==> src/rtl/dsp48a1_pkg.sv <==
// Shared DSP48A1 definitions: OPMODE field encodings and the sequencer state enum.
package dsp48a1_pkg;

  localparam logic [1:0] OPM_X_M    = 2'b01;
  localparam logic [1:0] OPM_Z_ZERO = 2'b00;
  localparam logic [1:0] OPM_Z_P    = 2'b10;

  // Pre-adder, carry-in and post-subtract bits stay 0 for a plain MAC.
  localparam logic [7:0] OPM_MAC_FIRST = {4'b0000, OPM_Z_ZERO, OPM_X_M};
  localparam logic [7:0] OPM_MAC_ACC   = {4'b0000, OPM_Z_P,    OPM_X_M};

  typedef enum logic [1:0] {
    IDLE,
    FEED,
    DRAIN,
    DONE
  } state_t;

  function automatic logic [7:0] mac_opmode(input logic first);
    return first ? OPM_MAC_FIRST : OPM_MAC_ACC;
  endfunction

endpackage

==> src/rtl/dsp_pipe_tracker.sv <==
// Valid/first shift registers mirroring the slice pipeline; drives per-stage
// clock enables and counts P-stage enables issued for the current job.
module dsp_pipe_tracker #(
  parameter int PIPE_LATENCY = 3,
  parameter int LEN_WIDTH    = 8
) (
  input  logic                    CLK,
  input  logic                    rst,
  input  logic                    clear,
  input  logic                    push,
  input  logic                    push_first,
  output logic [PIPE_LATENCY-1:0] ce,
  output logic                    first_p,
  output logic [LEN_WIDTH-1:0]    ce_p_count
);

  logic [PIPE_LATENCY-1:0] vsr;
  logic [PIPE_LATENCY-1:0] fsr;

  // NOTE: sequential state uses non-blocking assignments so every register
  // samples pre-edge values, exactly like the hardware flops it models.
  always_ff @(posedge CLK) begin
    if (rst) begin
      vsr        <= '0;
      fsr        <= '0;
      ce_p_count <= '0;
    end else begin
      vsr <= {vsr[PIPE_LATENCY-2:0], push};
      fsr <= {fsr[PIPE_LATENCY-2:0], push & push_first};
      if (clear)
        ce_p_count <= '0;
      else if (vsr[PIPE_LATENCY-1])
        ce_p_count <= ce_p_count + 1'b1;
    end
  end

  assign ce      = vsr;
  assign first_p = fsr[PIPE_LATENCY-1];

endmodule

==> src/rtl/dsp_mac_sequencer.sv <==
// Streams operand pairs into a DSP48A1 slice and collects the dot product;
// stalls become pipeline bubbles via per-stage clock enables.
module dsp_mac_sequencer
  import dsp48a1_pkg::*;
#(
  parameter int DATAWIDTH    = 18,
  parameter int LEN_WIDTH    = 8,
  parameter int PIPE_LATENCY = 3,
  parameter int RESULTWIDTH  = 48
) (
  input  logic                    CLK,
  input  logic                    rst,
  input  logic                    start,
  input  logic [LEN_WIDTH-1:0]    len,
  output logic                    busy,
  input  logic                    in_valid,
  output logic                    in_ready,
  input  logic [DATAWIDTH-1:0]    a_in,
  input  logic [DATAWIDTH-1:0]    b_in,
  output logic [DATAWIDTH-1:0]    dsp_a,
  output logic [DATAWIDTH-1:0]    dsp_b,
  output logic [7:0]              dsp_opmode,
  output logic [PIPE_LATENCY-1:0] dsp_ce,
  input  logic [RESULTWIDTH-1:0]  dsp_p,
  output logic                    res_valid,
  output logic [RESULTWIDTH-1:0]  res_data
);

  state_t                  state, state_nxt;
  logic [LEN_WIDTH-1:0]    remaining;
  logic [LEN_WIDTH-1:0]    job_len;
  logic [LEN_WIDTH-1:0]    ce_p_count;
  logic [PIPE_LATENCY-1:0] ce;
  logic                    first_p;
  logic                    accept;
  logic                    job_start;

  always_ff @(posedge CLK) begin
    if (rst) state <= IDLE;
    else     state <= state_nxt;
  end

  // NOTE: every output of this block gets a default first, so no path
  // through the case statement can infer a latch.
  always_comb begin
    state_nxt = state;
    busy      = (state != IDLE);
    in_ready  = 1'b0;
    res_valid = 1'b0;
    accept    = 1'b0;
    job_start = 1'b0;
    unique case (state)
      IDLE: begin
        if (start) begin
          job_start = 1'b1;
          state_nxt = (len != '0) ? FEED : DONE;
        end
      end
      FEED: begin
        in_ready = (remaining != '0);
        accept   = in_valid && in_ready;
        if (accept && remaining == LEN_WIDTH'(1))
          state_nxt = DRAIN;
      end
      DRAIN: begin
        if (ce_p_count == job_len)
          state_nxt = DONE;
      end
      DONE: begin
        res_valid = 1'b1;
        state_nxt = IDLE;
      end
      default: state_nxt = IDLE;
    endcase
  end

  always_ff @(posedge CLK) begin
    if (rst) begin
      remaining <= '0;
      job_len   <= '0;
      dsp_a     <= '0;
      dsp_b     <= '0;
      res_data  <= '0;
    end else begin
      if (job_start) begin
        job_len   <= len;
        remaining <= len;
        if (len == '0)
          res_data <= '0;
      end
      if (accept) begin
        dsp_a     <= a_in;
        dsp_b     <= b_in;
        remaining <= remaining - 1'b1;
      end
      // P was written by the last enable one cycle earlier, so it is settled here.
      if (state == DRAIN && state_nxt == DONE)
        res_data <= dsp_p;
    end
  end

  dsp_pipe_tracker #(
    .PIPE_LATENCY (PIPE_LATENCY),
    .LEN_WIDTH    (LEN_WIDTH)
  ) u_tracker (
    .CLK        (CLK),
    .rst        (rst),
    .clear      (job_start),
    .push       (accept),
    .push_first (remaining == job_len),
    .ce         (ce),
    .first_p    (first_p),
    .ce_p_count (ce_p_count)
  );

  assign dsp_ce     = ce;
  assign dsp_opmode = (state == IDLE) ? 8'h00 : mac_opmode(first_p);

endmodule

==> config.mk <==
export PLATFORM = sky130hd
export DESIGN_NAME = dsp_mac_sequencer
export DESIGN_NICKNAME = d
export VERILOG_FILES = /design/src/rtl/dsp48a1_pkg.sv /design/src/rtl/dsp_pipe_tracker.sv /design/src/rtl/dsp_mac_sequencer.sv
export SDC_FILE = /design/constraint.sdc
export NUM_CORES = 1
export LEC_CHECK = 0
export ABC_AREA = 1
export BUFFER_PORTS_ARGS = -buffer_cell sky130_fd_sc_hd__buf_4
export CORE_MARGIN = 2
export CORE_UTILIZATION = 40
export CTS_BUF_LIST = sky130_fd_sc_hd__clkbuf_16
export DETAILED_ROUTE_END_ITERATION = 8
export PLACE_DENSITY_LB_ADDON = 0.1
export SYNTH_ARGS = -nofsm -noshare
export SYNTH_HDL_FRONTEND = slang
export SYNTH_HIERARCHICAL = 1
export SYNTH_SLANG_ARGS = --single-unit
==> constraint.sdc <==
create_clock -name CLK -period 2.2 [get_ports CLK]
set_input_delay 0.22 -clock CLK [delete_from_list [all_inputs] [get_ports CLK]]
set_output_delay 0.22 -clock CLK [all_outputs]
set_load 0.005 [all_outputs]
==> run_summary.xml, run 1 <==
<?xml version="1.0" encoding="UTF-8"?>
<metrics>
  <group name="routing">
    <metric name="antenna_left" unit="">0</metric>
    <metric name="avgRoutedWirePerCell" unit="um">13.8</metric>
    <metric name="route.detailed.vias_per_inst" unit="">4.96</metric>
    <metric name="drt_pass1_iterations" unit="">4</metric>
    <metric name="initialDrtViolationCount" unit="">396</metric>
    <metric name="post-route-drc-count" unit="">0</metric>
    <metric name="postRouteWirelength" unit="mm">13.4</metric>
    <metric name="route.vias.total" unit="">4846</metric>
  </group>
  <group name="worst_setup_path">
    <metric name="worst_path_max_delay_cell" unit="">sky130_fd_sc_hd__dfxtp_1</metric>
    <metric name="critPathMaxFanout" unit="">34</metric>
    <metric name="startpoint_type" unit="">register</metric>
    <metric name="critical_path_at" unit="ns">2.21</metric>
    <metric name="critPathRequiredTime" unit="ns">2.53</metric>
    <metric name="crit_buf_inv" unit="">4</metric>
    <metric name="path_cells" unit="">inv_1 -&gt; ha_1 -&gt; inv_1 -&gt; nor2_1 -&gt; nand2_1 -&gt; nand3_2 -&gt; inv_2 -&gt; buf_12 -&gt; nand2_1 -&gt; a21oi_1</metric>
    <metric name="criticalPathCategory" unit="">reg2reg</metric>
    <metric name="endpoint_kind" unit="">register</metric>
    <metric name="cp_top_family" unit="">buffers and inverters</metric>
    <metric name="worst_path_largest_cell_delay" unit="ns">0.39</metric>
  </group>
  <group name="logic_synthesis">
    <metric name="synth_enable_flop_cells" unit="">0</metric>
    <metric name="avgSynthCellArea" unit="um^2">7.51</metric>
    <metric name="synth-main-ff-cell" unit="">sky130_fd_sc_hd__dfxtp_1</metric>
    <metric name="post_synth_inst_count" unit="">643</metric>
    <metric name="synth-simple-area-share" unit="%">27.4</metric>
    <metric name="netlist_area_pre_place" unit="um^2">4830</metric>
    <metric name="synth.area.mux_share" unit="%">0</metric>
    <metric name="yosys.cell_types.count" unit="">29</metric>
    <metric name="ys_ff_latch" unit="">116</metric>
    <metric name="async_reset_ff_share" unit="%">0</metric>
    <metric name="synth_xor_area_share" unit="%">2.36</metric>
    <metric name="largest_family_of_logic_cells_by_synthesized_area" unit="">simple AND/OR/NAND/NOR gates</metric>
    <metric name="synth_compound_gate_area_share" unit="%">12.1</metric>
    <metric name="yosysWarnings" unit="">6</metric>
    <metric name="synth_adder_area_share" unit="%">0.777</metric>
    <metric name="ys_seq_area_share" unit="%">48.1</metric>
  </group>
  <group name="finish">
    <metric name="sequential_cell_area" unit="um^2">2320</metric>
    <metric name="multi_input_area" unit="um^2">2090</metric>
    <metric name="fin_cells" unit="">977</metric>
    <metric name="num-nets-final" unit="">916</metric>
    <metric name="filler_cell_count" unit="">1113</metric>
    <metric name="area_growth" unit="%">42.5</metric>
    <metric name="final_layout_size_suffix_gt1_share" unit="%">29.0</metric>
    <metric name="antenna_cells_inserted" unit="">0</metric>
  </group>
  <group name="timing">
    <metric name="timing.final.max_slew_violations" unit="">0</metric>
    <metric name="slew_worst_pin" unit="ns">0.653</metric>
    <metric name="setup_total_negative_slack" unit="ns">0</metric>
    <metric name="timing.final.ws_setup" unit="ns">0.319</metric>
    <metric name="setup_violations" unit="">0</metric>
    <metric name="final.period_utilization" unit="%">85.5</metric>
    <metric name="max_slew_margin" unit="%">56.4</metric>
    <metric name="period_minus_slack" unit="ns">1.88</metric>
    <metric name="clock-skew-final" unit="ns">0.00647</metric>
    <metric name="unrepaired_setup_endpoints_after_global_routing" unit="">no</metric>
    <metric name="final_hold_viol_count" unit="">0</metric>
    <metric name="fmax" unit="MHz">531</metric>
  </group>
  <group name="grt">
    <metric name="grt_antenna_before_repair" unit="">0</metric>
    <metric name="grt_start_max_net_pins" unit="">60</metric>
    <metric name="grt_pass1_vias" unit="">4494</metric>
    <metric name="grt_first_pass_wirelength" unit="mm">21.6</metric>
    <metric name="globalRoute.totalOverflow" unit="">0</metric>
    <metric name="grt_usage" unit="%">21.0</metric>
  </group>
  <group name="run_status">
    <metric name="status" unit="">finished clean</metric>
  </group>
  <group name="cts">
    <metric name="clkSlewWorstSetupHoldPaths" unit="ns">0.05</metric>
    <metric name="cts_sinks" unit="">116</metric>
    <metric name="post_cts_resize_count" unit="">0</metric>
    <metric name="clockBufferDepth" unit="">2</metric>
    <metric name="clk-insertion-delay-late" unit="ns">0.41</metric>
    <metric name="clockRootBuffer" unit="">sky130_fd_sc_hd__clkbuf_16</metric>
    <metric name="cts_setup_buffers" unit="">0</metric>
    <metric name="cts_inserted_buffers" unit="">17</metric>
    <metric name="clock_tree.htree_level_count" unit="">4</metric>
    <metric name="cts_hold_buffers" unit="">0</metric>
    <metric name="tritoncts" unit="">done</metric>
  </group>
  <group name="die">
    <metric name="floorplan.core_area" unit="um^2">11900</metric>
    <metric name="initial_core_util" unit="%">40.6</metric>
    <metric name="top_level_ports" unit="">194</metric>
    <metric name="die_height" unit="um">114</metric>
    <metric name="fp.dieW" unit="um">114</metric>
    <metric name="design.die.area" unit="um^2">13000</metric>
    <metric name="num_rows" unit="">40</metric>
  </group>
  <group name="power">
    <metric name="combinational_share_of_power" unit="%">11.1</metric>
    <metric name="power_frac_clock" unit="%">49.5</metric>
    <metric name="power_switching_share" unit="%">23.3</metric>
    <metric name="p_seq_share" unit="%">39.4</metric>
    <metric name="worst_ir_drop_vdd" unit="mV">0.433</metric>
    <metric name="cellPowerDensity" unit="nW/um^2">817</metric>
    <metric name="p_leak" unit="nW">2.98</metric>
    <metric name="p_int" unit="mW">4.31</metric>
    <metric name="power.switching" unit="mW">1.31</metric>
    <metric name="totalPowerFinal" unit="mW">5.63</metric>
  </group>
  <group name="place">
    <metric name="placement.setup.worst_slack" unit="ns">0.344</metric>
    <metric name="place_hpwl" unit="mm">9.35</metric>
    <metric name="placer_congestion" unit="">0.973</metric>
    <metric name="port_buffers" unit="">187</metric>
    <metric name="placed_cells" unit="">945</metric>
  </group>
  <group name="min_path">
    <metric name="hold_class" unit="">in2reg</metric>
  </group>
  <group name="flow_run">
    <metric name="drv.max_cap_violation_count" unit="">0</metric>
  </group>
</metrics>
[state kept, by name, indices dropped and copies added (netlist names)]
register and cells:
res_data 48, dsp_b 18, u_tracker/ce_p_count 8, dsp_a 18, remaining 8, u_tracker/fsr 3
u_tracker/ce 3, job_len 8, state 2
[power by group through the flow]
stage / Combinational [mW] / Clock, mW / Sequential [mW]
after floorplan: 0.365 / 0 / 2.25
after global placement: 0.620 / 0 / 2.26
after detailed placement: 0.625 / 0 / 2.26
after CTS: 0.628 / 2.85 / 2.21
after global routing: 0.695 / 2.96 / 2.22
final: 0.625 / 2.79 / 2.22
[layout by cell type (no fill, tap or decap)]
cell,netlist,final
sky130_fd_sc_hd__o21ai_1,1,1
sky130_fd_sc_hd__a21oi_1,103,103
sky130_fd_sc_hd__o211ai_1,1,1
sky130_fd_sc_hd__a211oi_1,1,1
sky130_fd_sc_hd__xor2_1,8,8
sky130_fd_sc_hd__nand4_1,5,5
sky130_fd_sc_hd__inv_1,41,41
sky130_fd_sc_hd__inv_2,5,5
sky130_fd_sc_hd__bufinv_16,0,4
sky130_fd_sc_hd__nand2_2,2,2
sky130_fd_sc_hd__clkinv_1,0,5
sky130_fd_sc_hd__clkbuf_16,0,17
sky130_fd_sc_hd__dfxtp_1,116,116
sky130_fd_sc_hd__nor2_2,4,3
sky130_fd_sc_hd__nand3_2,1,1
sky130_fd_sc_hd__xnor2_1,5,5
sky130_fd_sc_hd__o21ai_0,9,9
sky130_fd_sc_hd__a31oi_1,1,1
sky130_fd_sc_hd__nand3_1,111,111
sky130_fd_sc_hd__nor3_1,1,1
sky130_fd_sc_hd__or2_2,2,2
sky130_fd_sc_hd__nor2_1,38,38
sky130_fd_sc_hd__ha_1,3,3
sky130_fd_sc_hd__clkinv_2,0,6
sky130_fd_sc_hd__nor2_4,2,3
sky130_fd_sc_hd__nor4_1,1,1
sky130_fd_sc_hd__conb_1,1,6
sky130_fd_sc_hd__nand2_1,133,133
sky130_fd_sc_hd__buf_4,18,195
sky130_fd_sc_hd__buf_12,0,3
[worst register-to-register path, cell delays in order, from the launching register on]
cell	delay, ns
sky130_fd_sc_hd__dfxtp_1	0.39
sky130_fd_sc_hd__inv_1	0.11
sky130_fd_sc_hd__ha_1	0.25
sky130_fd_sc_hd__inv_1	0.08
sky130_fd_sc_hd__nor2_1	0.08
sky130_fd_sc_hd__nand2_1	0.08
sky130_fd_sc_hd__nand3_2	0.16
sky130_fd_sc_hd__inv_2	0.24
sky130_fd_sc_hd__buf_12	0.22
sky130_fd_sc_hd__nand2_1	0.08
sky130_fd_sc_hd__a21oi_1	0.12
[through the flow]
| stage | utilization (%) | instance area, um^2 | hold WS (ns) |
|---|---|---|---|
| 2_1_floorplan | - | 4850 | 0.291 |
| 3_3_place_gp | 52.8 | 6290 | 0.396 |
| 3_5_place_dp | 52.8 | 6290 | 0.398 |
| 4_1_cts | 57.8 | 6890 | 0.0455 |
| 5_1_grt | 57.8 | 6890 | 0.0508 |
| 6_report | 57.8 | 6890 | 0.0635 |
[cell families (layout without fill, tap and decap cells)]
logic type      after synthesis  after routing
xor+xnor                     13             13
fa+ha+maj                     3              3
compound gates              116            116
flops                       116            116
simple gates                300            300
other cells                   1              6
buf+inv                      94            276
[layout make-up]
type	count	share of cell area [%]
timing repair buffer	198	22.1
sequential	116	33.7
tap	147	2.67
inverter	46	2.51
multi-input combinational	438	30.3
clock inverter	15	2.45
clock buffer	17	6.18
[Yosys cell counts (3+ instances only)]
cell type	n	share of area [%]
sky130_fd_sc_hd__a21oi_1	103	11
sky130_fd_sc_hd__buf_2	14	1.5
sky130_fd_sc_hd__buf_4	18	2.8
sky130_fd_sc_hd__clkbuf_1	14	1.1
sky130_fd_sc_hd__dfxtp_1	116	48
sky130_fd_sc_hd__ha_1	3	0.78
sky130_fd_sc_hd__inv_1	41	3.2
sky130_fd_sc_hd__inv_2	5	0.39
sky130_fd_sc_hd__nand2_1	133	10
sky130_fd_sc_hd__nand3_1	111	11
sky130_fd_sc_hd__nand4_1	5	0.65
sky130_fd_sc_hd__nor2_1	38	3.0
sky130_fd_sc_hd__nor2_2	4	0.52
sky130_fd_sc_hd__o21ai_0	9	0.93
sky130_fd_sc_hd__xnor2_1	5	0.91
sky130_fd_sc_hd__xor2_1	8	1.5
[metal layers]
metal	global-route usage, %	part of all wire [%]
met2	33.6	47
met1	25.4	43
met4	9.76	2.3
met5	0	0
met3	7.44	7.9
[worst paths after layout]
kind	from	slack (ns)	endpoint	cells after the start
hold / removal	b_in[17]	0.06	dsp_b[17]	3
setup / recovery	remaining[0]	0.32	dsp_b[7]	10
hold reg to reg	u_tracker/fsr[1]	0.41	u_tracker/fsr[2]	2
setup reg to reg	remaining[0]	0.32	dsp_b[7]	10
(Power assumes the default switching activity.)
==> run 2: changes to the inputs <==
--- a/config.mk
+++ b/config.mk
@@ -7,12 +7,11 @@
 export LEC_CHECK = 0
 export ABC_AREA = 1
 export BUFFER_PORTS_ARGS = -buffer_cell sky130_fd_sc_hd__buf_4
-export CORE_MARGIN = 2
+export CORE_ASPECT_RATIO = 2
 export CORE_UTILIZATION = 40
 export CTS_BUF_LIST = sky130_fd_sc_hd__clkbuf_16
 export DETAILED_ROUTE_END_ITERATION = 8
 export PLACE_DENSITY_LB_ADDON = 0.1
 export SYNTH_ARGS = -nofsm -noshare
 export SYNTH_HDL_FRONTEND = slang
-export SYNTH_HIERARCHICAL = 1
 export SYNTH_SLANG_ARGS = --single-unit
==> run_summary.xml, run 2 <==
<?xml version="1.0" encoding="UTF-8"?>
<metrics>
  <group name="timing">
    <metric name="timing.final.ws_setup" unit="ns">0.257</metric>
    <metric name="max_slew_margin" unit="%">53.4</metric>
    <metric name="final_hold_viol_count" unit="">0</metric>
    <metric name="timing.final.max_slew_violations" unit="">0</metric>
    <metric name="clock-skew-final" unit="ns">0.00856</metric>
    <metric name="period_minus_slack" unit="ns">1.94</metric>
    <metric name="final.period_utilization" unit="%">88.3</metric>
    <metric name="fmax" unit="MHz">515</metric>
    <metric name="slew_worst_pin" unit="ns">0.699</metric>
    <metric name="setup_violations" unit="">0</metric>
    <metric name="setup_total_negative_slack" unit="ns">0</metric>
    <metric name="unrepaired_setup_endpoints_after_global_routing" unit="">no</metric>
  </group>
  <group name="logic_synthesis">
    <metric name="synth_area_leaders" unit="">sky130_fd_sc_hd__dfxtp_1, sky130_fd_sc_hd__nand2_1, sky130_fd_sc_hd__nand3_1, sky130_fd_sc_hd__a21oi_1, sky130_fd_sc_hd__nand3_2</metric>
    <metric name="yosysTopAreaCell" unit="">sky130_fd_sc_hd__dfxtp_1</metric>
    <metric name="ys_ff_latch" unit="">116</metric>
    <metric name="synth_largest_type_area_fraction" unit="%">46.8</metric>
    <metric name="synth.area.mux_share" unit="%">0</metric>
    <metric name="avgSynthCellArea" unit="um^2">7.80</metric>
    <metric name="synth-main-ff-cell" unit="">sky130_fd_sc_hd__dfxtp_1</metric>
    <metric name="synth_adder_area_share" unit="%">0.757</metric>
    <metric name="synth_xor_area_share" unit="%">0.883</metric>
    <metric name="synth_enable_flop_cells" unit="">0</metric>
    <metric name="synth-simple-area-share" unit="%">29.1</metric>
    <metric name="largest_family_of_logic_cells_by_synthesized_area" unit="">simple AND/OR/NAND/NOR gates</metric>
    <metric name="synthTopCellsByCount" unit="">sky130_fd_sc_hd__nand2_1, sky130_fd_sc_hd__dfxtp_1, sky130_fd_sc_hd__nand3_1</metric>
    <metric name="yosysWarnings" unit="">0</metric>
    <metric name="synthMostInstantiatedCell" unit="">sky130_fd_sc_hd__nand2_1</metric>
    <metric name="yosys.cell_types.count" unit="">34</metric>
    <metric name="post_synth_inst_count" unit="">636</metric>
    <metric name="netlist_area_pre_place" unit="um^2">4960</metric>
    <metric name="ys_seq_area_share" unit="%">46.8</metric>
    <metric name="async_reset_ff_share" unit="%">0</metric>
    <metric name="synth_compound_gate_area_share" unit="%">13.8</metric>
  </group>
  <group name="cts">
    <metric name="cts_setup_buffers" unit="">0</metric>
    <metric name="clock_tree.htree_level_count" unit="">4</metric>
    <metric name="clk-insertion-delay-late" unit="ns">0.41</metric>
    <metric name="cts_inserted_buffers" unit="">17</metric>
    <metric name="tritoncts" unit="">done</metric>
    <metric name="clkSlewWorstSetupHoldPaths" unit="ns">0.05</metric>
    <metric name="cts_sinks" unit="">116</metric>
    <metric name="clockRootBuffer" unit="">sky130_fd_sc_hd__clkbuf_16</metric>
    <metric name="post_cts_resize_count" unit="">0</metric>
    <metric name="clockBufferDepth" unit="">2</metric>
    <metric name="cts_hold_buffers" unit="">0</metric>
  </group>
  <group name="die">
    <metric name="initial_core_util" unit="%">40.9</metric>
    <metric name="die_height" unit="um">159</metric>
    <metric name="top_level_ports" unit="">194</metric>
    <metric name="floorplan.core_area" unit="um^2">12100</metric>
    <metric name="num_rows" unit="">57</metric>
    <metric name="fp.dieW" unit="um">80.8</metric>
    <metric name="design.die.area" unit="um^2">12900</metric>
  </group>
  <group name="grt">
    <metric name="grt_first_pass_wirelength" unit="mm">23.6</metric>
    <metric name="globalRoute.totalOverflow" unit="">0</metric>
    <metric name="grt_start_max_net_pins" unit="">54</metric>
    <metric name="grt_usage" unit="%">23.9</metric>
    <metric name="grt_pass1_vias" unit="">5017</metric>
    <metric name="grt_antenna_before_repair" unit="">0</metric>
  </group>
  <group name="worst_setup_path">
    <metric name="critPathMaxFanout" unit="">36</metric>
    <metric name="r2r_slack" unit="ns">0.26</metric>
    <metric name="endpoint_kind" unit="">register</metric>
    <metric name="startpoint_type" unit="">register</metric>
    <metric name="critPathRequiredTime" unit="ns">2.52</metric>
    <metric name="critical_path_at" unit="ns">2.27</metric>
    <metric name="criticalPathCategory" unit="">reg2reg</metric>
    <metric name="rr_worst_depth" unit="">10</metric>
  </group>
  <group name="place">
    <metric name="placement.setup.worst_slack" unit="ns">0.311</metric>
    <metric name="place_hpwl" unit="mm">10.6</metric>
    <metric name="port_buffers" unit="">187</metric>
    <metric name="total_placed_instance_area" unit="um^2">6430</metric>
    <metric name="placer_congestion" unit="">0.890</metric>
  </group>
  <group name="power">
    <metric name="p_seq_share" unit="%">38.4</metric>
    <metric name="combinational_share_of_power" unit="%">11.4</metric>
    <metric name="p_leak" unit="nW">2.99</metric>
    <metric name="power.switching" unit="mW">1.35</metric>
    <metric name="p_int" unit="mW">4.43</metric>
    <metric name="power_frac_clock" unit="%">50.2</metric>
    <metric name="cellPowerDensity" unit="nW/um^2">820</metric>
    <metric name="worst_ir_drop_vdd" unit="mV">0.561</metric>
    <metric name="power_switching_share" unit="%">23.4</metric>
    <metric name="totalPowerFinal" unit="mW">5.79</metric>
  </group>
  <group name="finish">
    <metric name="top_register" unit="">res_data</metric>
    <metric name="filler_cell_count" unit="">1154</metric>
    <metric name="antenna_cells_inserted" unit="">0</metric>
    <metric name="area_growth" unit="%">42.2</metric>
    <metric name="leading_cell_type_in_the_layout_fill_and_taps_excluded" unit="">sky130_fd_sc_hd__buf_4</metric>
    <metric name="reg_top3" unit="">res_data: 48 flops, dsp_a: 18 flops, dsp_b: 18 flops</metric>
    <metric name="stdcell_area" unit="um^2">7050</metric>
    <metric name="largest_register_ff_count" unit="">48</metric>
    <metric name="mostFrequentLayoutCells" unit="">sky130_fd_sc_hd__buf_4, sky130_fd_sc_hd__nand2_1, sky130_fd_sc_hd__dfxtp_1</metric>
    <metric name="final_layout_size_suffix_gt1_share" unit="%">33.6</metric>
    <metric name="num-nets-final" unit="">909</metric>
  </group>
  <group name="routing">
    <metric name="initialDrtViolationCount" unit="">285</metric>
    <metric name="avgRoutedWirePerCell" unit="um">15.6</metric>
    <metric name="drt_pass1_iterations" unit="">5</metric>
    <metric name="post-route-drc-count" unit="">0</metric>
    <metric name="antenna_left" unit="">0</metric>
    <metric name="route.detailed.vias_per_inst" unit="">5.20</metric>
    <metric name="postRouteWirelength" unit="mm">15.1</metric>
    <metric name="route.vias.total" unit="">5034</metric>
  </group>
  <group name="flow_run">
    <metric name="drv.max_cap_violation_count" unit="">0</metric>
  </group>
  <group name="run_status">
    <metric name="status" unit="">finished clean</metric>
  </group>
  <group name="min_path">
    <metric name="hold_path_depth" unit="">3</metric>
    <metric name="hold_class" unit="">in2reg</metric>
  </group>
</metrics>
[run 2: cell types whose count changed after synthesis, moves of 7 or more]
| cell | previous run | this run |
|---|---|---|
| sky130_fd_sc_hd__a21oi_1 | 103 | 74 |
| sky130_fd_sc_hd__a21oi_2 | 0 | 20 |
| sky130_fd_sc_hd__o22ai_1 | 0 | 7 |
| sky130_fd_sc_hd__nand3_2 | 1 | 21 |
| sky130_fd_sc_hd__inv_1 | 41 | 34 |
| sky130_fd_sc_hd__nand2_1 | 133 | 143 |
| sky130_fd_sc_hd__nand3_1 | 111 | 92 |
[run 2: cells by family after synthesis]
group                    Yosys count
AND/OR/NAND/NOR                  306
AO/OA/AOI/OAI                    117
flip-flops                       116
buffers and inverters             88
XOR/XNOR                           5
adder cells (fa/ha/maj)            3
other                              1
[run 2: final timing paths]
check,endpoint,startpoint
worst max register to register,dsp_a[7],remaining[0]
worst min-delay path,dsp_a[15],a_in[15]
worst max-delay path,dsp_a[7],remaining[0]
worst min register to register,u_tracker.fsr[2],u_tracker.fsr[1]
[run 2: worst max-delay path: stages (launching register included)]
cell,delay (ns)
sky130_fd_sc_hd__dfxtp_1,0.37
sky130_fd_sc_hd__inv_1,0.10
sky130_fd_sc_hd__ha_1,0.22
sky130_fd_sc_hd__inv_1,0.08
sky130_fd_sc_hd__nor3_2,0.05
sky130_fd_sc_hd__nand2_1,0.13
sky130_fd_sc_hd__nand3_2,0.23
sky130_fd_sc_hd__inv_2,0.25
sky130_fd_sc_hd__buf_12,0.22
sky130_fd_sc_hd__nand2_1,0.07
sky130_fd_sc_hd__a21oi_1,0.15
[run 2: metrics by stage]
stage | hold WS, ns | util (%) | instances
3_3_place_gp | 0.395 | 53.1 | 938
2_1_floorplan | 0.358 | - | 641
3_5_place_dp | 0.401 | 53.1 | 938
4_1_cts | 0.0601 | 58.2 | 969
5_1_grt | 0.0647 | 58.2 | 969
6_report | 0.0695 | 58.2 | 969
[run 2: power groups by stage]
| stage | sequential (mW) | combinational [mW] | clock [mW] |
|---|---|---|---|
| 2_1_floorplan | 2.25 | 0.349 | 0 |
| 6_report | 2.22 | 0.661 | 2.91 |
| 4_1_cts | 2.22 | 0.661 | 2.96 |
| 5_1_grt | 2.23 | 0.723 | 3.06 |
| 3_3_place_gp | 2.26 | 0.648 | 0 |
| 3_5_place_dp | 2.26 | 0.659 | 0 |
[run 2: final cells by class]
class	instances	area [um^2]	share of cell area, %
clock buffers	17	425	6.03
multi-input cells	437	2240	31.8
clock inverters	14	195	2.77
inverters	40	150	2.13
repair buffers	198	1540	21.8
flip-flops and latches	116	2320	32.9
well taps	147	184	2.61
[run 2: metal layers]
layer | vias up | share of wire, % | global-route usage [%]
met5 | - | 0 | 0
li1 | 2444 | - | -
met2 | 196 | 55 | 43.6
met3 | 50 | 6.2 | 6.48
met4 | 0 | 4.0 | 12.7
met1 | 2344 | 34 | 23.5
